**config.mk**
```make
export PLATFORM = sky130hd
export DESIGN_NAME = pipe_reg_chain
export DESIGN_NICKNAME = d
export VERILOG_FILES = /design/src/rtl/pipe_reg_chain.sv
export SDC_FILE = /design/constraint.sdc
export NUM_CORES = 1
export LEC_CHECK = 0
export CORE_MARGIN = 4
export CORE_UTILIZATION = 49
export DETAILED_ROUTE_END_ITERATION = 10
export PLACE_DENSITY = 0.87
export SLEW_MARGIN = 25
export SYNTH_ARGS = -nofsm -noshare
export SYNTH_HDL_FRONTEND = slang
export SYNTH_SLANG_ARGS = --single-unit
```
**constraint.sdc**
```tcl
create_clock -name clk -period 2.9 [get_ports clk]
set_input_delay 0.58 -clock clk [delete_from_list [all_inputs] [get_ports clk]]
set_output_delay 0.58 -clock clk [all_outputs]
set_load 0.01 [all_outputs]
```
**src/rtl/pipe_reg_chain.sv**
```systemverilog
// Chain of DEPTH pipeline registers carrying a valid bit and a WIDTH-bit payload.
// Each stage can be held or killed independently, and every stage is tapped.

module pipe_reg_stage #(
  parameter int               WIDTH         = 32,
  parameter logic [WIDTH-1:0] RESET_VALUE   = '0,
  parameter bit               FLUSH_ZERO    = 1'b1,
  parameter bit               HAS_SRC_STALL = 1'b1
) (
  input  logic             clk,
  input  logic             rst,
  input  logic             src_valid,
  input  logic [WIDTH-1:0] src_data,
  input  logic             stall,
  input  logic             flush,
  input  logic             src_stall,
  output logic             valid_nxt,
  output logic             valid,
  output logic [WIDTH-1:0] data
);

  logic             kill;
  logic [WIDTH-1:0] data_nxt;

  // A held upstream stage has nothing new to hand over, so this stage takes a bubble.
  assign kill = flush | (HAS_SRC_STALL & src_stall);

  always_comb begin
    valid_nxt = valid;
    data_nxt  = data;
    if (stall) begin
      valid_nxt = valid;
      data_nxt  = data;
    end else if (kill) begin
      valid_nxt = 1'b0;
      data_nxt  = FLUSH_ZERO ? RESET_VALUE : data;
    end else begin
      valid_nxt = src_valid;
      data_nxt  = src_data;
    end
  end

  always_ff @(posedge clk) begin
    if (rst) begin
      valid <= 1'b0;
      data  <= RESET_VALUE;
    end else begin
      valid <= valid_nxt;
      data  <= data_nxt;
    end
  end

endmodule

module pipe_reg_chain #(
  parameter int               WIDTH       = 32,
  parameter int               DEPTH       = 3,
  parameter logic [WIDTH-1:0] RESET_VALUE = '0,
  parameter bit               FLUSH_ZERO  = 1'b1,
  localparam int              OCC_W       = $clog2(DEPTH + 1)
) (
  input  logic                   clk,
  input  logic                   rst,
  input  logic                   in_valid,
  input  logic [WIDTH-1:0]       in_data,
  input  logic [DEPTH-1:0]       stall,
  input  logic [DEPTH-1:0]       flush,
  output logic [DEPTH-1:0]       out_valid,
  output logic [DEPTH*WIDTH-1:0] out_data,
  output logic [OCC_W-1:0]       occupancy,
  output logic                   stall_err
);

  logic [DEPTH-1:0]            vld, vld_d, src_v, src_stall;
  logic [DEPTH-1:0][WIDTH-1:0] dat, src_d;
  logic                        viol;
  logic [OCC_W-1:0]            occ_d;

  for (genvar i = 0; i < DEPTH; i++) begin : g_stage
    if (i == 0) begin : g_head
      assign src_v[i]     = in_valid;
      assign src_d[i]     = in_data;
      assign src_stall[i] = 1'b0;
    end else begin : g_body
      assign src_v[i]     = vld[i-1];
      assign src_d[i]     = dat[i-1];
      assign src_stall[i] = stall[i-1];
    end

    pipe_reg_stage #(
      .WIDTH        (WIDTH),
      .RESET_VALUE  (RESET_VALUE),
      .FLUSH_ZERO   (FLUSH_ZERO),
      .HAS_SRC_STALL(i > 0)
    ) u_stage (
      .clk      (clk),
      .rst      (rst),
      .src_valid(src_v[i]),
      .src_data (src_d[i]),
      .stall    (stall[i]),
      .flush    (flush[i]),
      .src_stall(src_stall[i]),
      .valid_nxt(vld_d[i]),
      .valid    (vld[i]),
      .data     (dat[i])
    );
  end

  // Legal stall patterns are a contiguous run starting at stage 0.
  if (DEPTH > 1) begin : g_viol
    assign viol = |(stall[DEPTH-1:1] & ~stall[DEPTH-2:0]);
  end else begin : g_noviol
    assign viol = 1'b0;
  end

  always_comb begin
    occ_d = '0;
    for (int i = 0; i < DEPTH; i++) occ_d = occ_d + OCC_W'(vld_d[i]);
  end

  always_ff @(posedge clk) begin
    if (rst) begin
      occupancy <= '0;
      stall_err <= 1'b0;
    end else begin
      occupancy <= occ_d;
      if (viol) stall_err <= 1'b1;
    end
  end

  assign out_valid = vld;
  assign out_data  = dat;

endmodule

```
==> flow_summary.toml <==
[synthesis]
avgSynthCellArea_um2 = 9.11
yosys_warnings = 0
ys_seq_elements = 102
synthesis.area_mm2 = 0.00420
syn_inst = 461
synth_top_cell_area_share_pct = 48.6
yosysSeqAreaShare_pct = 48.6
yosys-top-cells-area = "dfxtp_1, or4b_1, a21oi_1, nand2_1, or3b_1"
yosys.area.top_type = "dfxtp_1"
syn-num-nets = 503
synth_cell_types = 18

[clocking]
clkSinkCount = 102
h-tree-depth = 3
worstSkewPairLatency_ns = 0.35
cts_tree = "done"
numCtsBuffers = 9
path_clk_slew_ns = 0.09
cts_hold_buf = 0
ctsResizeCount = 0
clock-root-buffer = "clkbuf_8"
postCtsSetupBuffers = 0
cts.path.max_buffers = 2

[finish]
fin_area_mm2 = 0.00577
nets = 613
areaGrowthSynthToFinish_pct = 37.4
fill_cells = 643
layout-drive-gt1-share_pct = 5.21
diodes = 0
instances_no_fill = 681

[drt]
drtIter0Drc = 186
first_pass_iters = 5
via_per_inst = 5.45
drcViolationCount = 0
ant_nets = 0
wirelength_um = 10900
vias = 3710
wl_per_cell_um = 16.0

[sta]
relSlewSlack_pct = 51.9
finClkSkew_ns = 0.0123
max_freq_mhz = 517
max_slew.worst_pin.slew_ns = 0.721
fin_crit_sh_pct = 66.6
finalSetupViolCount = 0
slew_violations = 0
grt_setup_unrepaired = "no"
fin_setup_tns_ns = 0
period_minus_slack_ns = 1.93
hold_viol = 0

[worst_hold_path]
hp-class = "reg2reg"

[global_route]
grt_max_degree = 96
track_usage_pct = 21.2
grt_use_met2_pct = 33.9
grtUsageMet3_pct = 2.70
grtUsageMet1_pct = 28.9
busiest_layer = "met2"
gr-total-overflow = 0
grt_first_pass_wirelength_um = 17300
antenna_found_initial = 0
grt_pass1_vias = 3438

[setup_path]
worst-setup-path-type = "in2reg"
required_ns = 3.14
arrival_ns = 2.17
worst-path-max-fanout = 2
cp-start-kind = "input pin"
crit_path_end_kind = "flip-flop"

[die]
ioPinCount = 143
core_area_mm2 = 0.00830
fp-row-count = 33
die_area_mm2 = 0.0101
die_x_um = 101
dieHeight_um = 101
start_util_pct = 50.6

[power_and_ir_drop]
p_leak_nw = 1.83
p_seq_share_pct = 52.9
p_clk_share_pct = 38.3
power_density_mw_per_mm2 = 471
combPwrFrac_pct = 8.8
netSwitchingFraction_pct = 22.3
irDropWorstVdd_mv = 0.243
switchingPower_uw = 608
p_int_mw = 2.11

[outcome]
status = "finished, final reports clean"

[flow_run]
cap_violations = 0

[placement]
dp_cells = 665
place_area_mm2 = 0.00554
gp_congestion = 0.781
io_buffers = 142
place_hpwl_um = 7830
-- power by group through the flow --
stage	registers (mW)	logic, mW	clock network (mW)
5_1_grt	1.44	0.261	1.12
6_report	1.44	0.239	1.04
2_1_floorplan	1.48	0.122	0
4_1_cts	1.44	0.241	1.06
3_5_place_dp	1.47	0.239	0
3_3_place_gp	1.47	0.235	0
-- registers in the layout, summed over array words and instances (netlist names) --
| signal | count |
|---|---|
| g_stage.u_stage.valid | 3 |
| g_stage.u_stage.data | 96 |
| stall_err | 1 |
| occupancy | 2 |
-- through the flow --
step	setup WS (ns)	util [%]	hold slack, ns	power, mW
after global routing	0.952	69.6	0.492	2.82
after global placement	0.618	66.7	0.453	1.71
after detailed placement	0.610	66.7	0.457	1.71
final	0.968	69.6	0.469	2.72
after floorplan	0.838	-	0.462	1.60
after CTS	0.985	69.6	0.471	2.74
-- worst max-delay path: stages --
cell             delay (ns)
clkdlybuf4s50_1        0.45
or3b_1                 0.37
and2_1                 0.19
fa_1                   0.54
nor2_1                 0.05
-- layout make-up --
type | instances | area (µm²) | area share, %
Timing Repair Buffer | 151 | 1470 | 25.5
Sequential cell | 102 | 2040 | 35.4
Inverter | 1 | 3.75 | 0.0650
Clock buffer | 10 | 128 | 2.21
Clock inverter | 6 | 109 | 1.89
Multi-Input combinational cell | 306 | 1890 | 32.7
Tap cell | 105 | 131 | 2.28
-- per-layer routing --
layer | part of all wire (%) | up-vias
met4 | 3.0 | 0
met1 | 44 | 1708
met2 | 48 | 122
li1 | - | 1855
met3 | 4.9 | 25
met5 | 0 | -
-- cell usage after synthesis, drive strengths merged --
master,number
dfxtp,102
a21oi,97
nand2,97
or4b,64
clkbuf,39
or3b,33
buf,13
nor2,4
and2,3
nand2b,2
nor4b,2
o21ba,2
a31oi,1
fa,1
inv,1
-- cell usage in the layout (no fill, tap or decap) --
| cell type | instances |
|---|---|
| nor2_1 | 4 |
| inv_1 | 1 |
| fa_1 | 1 |
| buf_2 | 3 |
| clkdlybuf4s50_1 | 138 |
| and2_1 | 3 |
| nand2b_1 | 2 |
| clkbuf_8 | 9 |
| o21ba_2 | 2 |
| a31oi_1 | 1 |
| dfxtp_1 | 102 |
| nor4b_1 | 2 |
| or3b_1 | 33 |
| buf_4 | 10 |
| inv_6 | 1 |
| a21oi_1 | 97 |
| bufinv_16 | 3 |
| clkbuf_1 | 1 |
| clkinv_2 | 2 |
| or4b_1 | 64 |
| nand2_1 | 97 |
-- final timing paths --
check | startpoint | endpoint | slack [ns] | cells after the start
worst max register to register | g_stage[0].u_stage.valid | occupancy[0] | 1.39 | 4
worst min-delay path | g_stage[2].u_stage.data[3] | g_stage[2].u_stage.data[3] | 0.47 | 2
worst min register to register | g_stage[2].u_stage.data[3] | g_stage[2].u_stage.data[3] | 0.47 | 2
worst max-delay path | in_valid | occupancy[0] | 0.97 | 5
-- logic make-up after synthesis --
logic type | count (synthesis) | synth area share [%]
AOI/OAI and AO/OA | 100 | 12.2
buffers and inverters | 53 | 6.43
DFF | 102 | 48.6
adders and majority gates | 1 | 0.476
and+or+nand+nor | 205 | 32.3
Power figures use the tool's default switching activity.
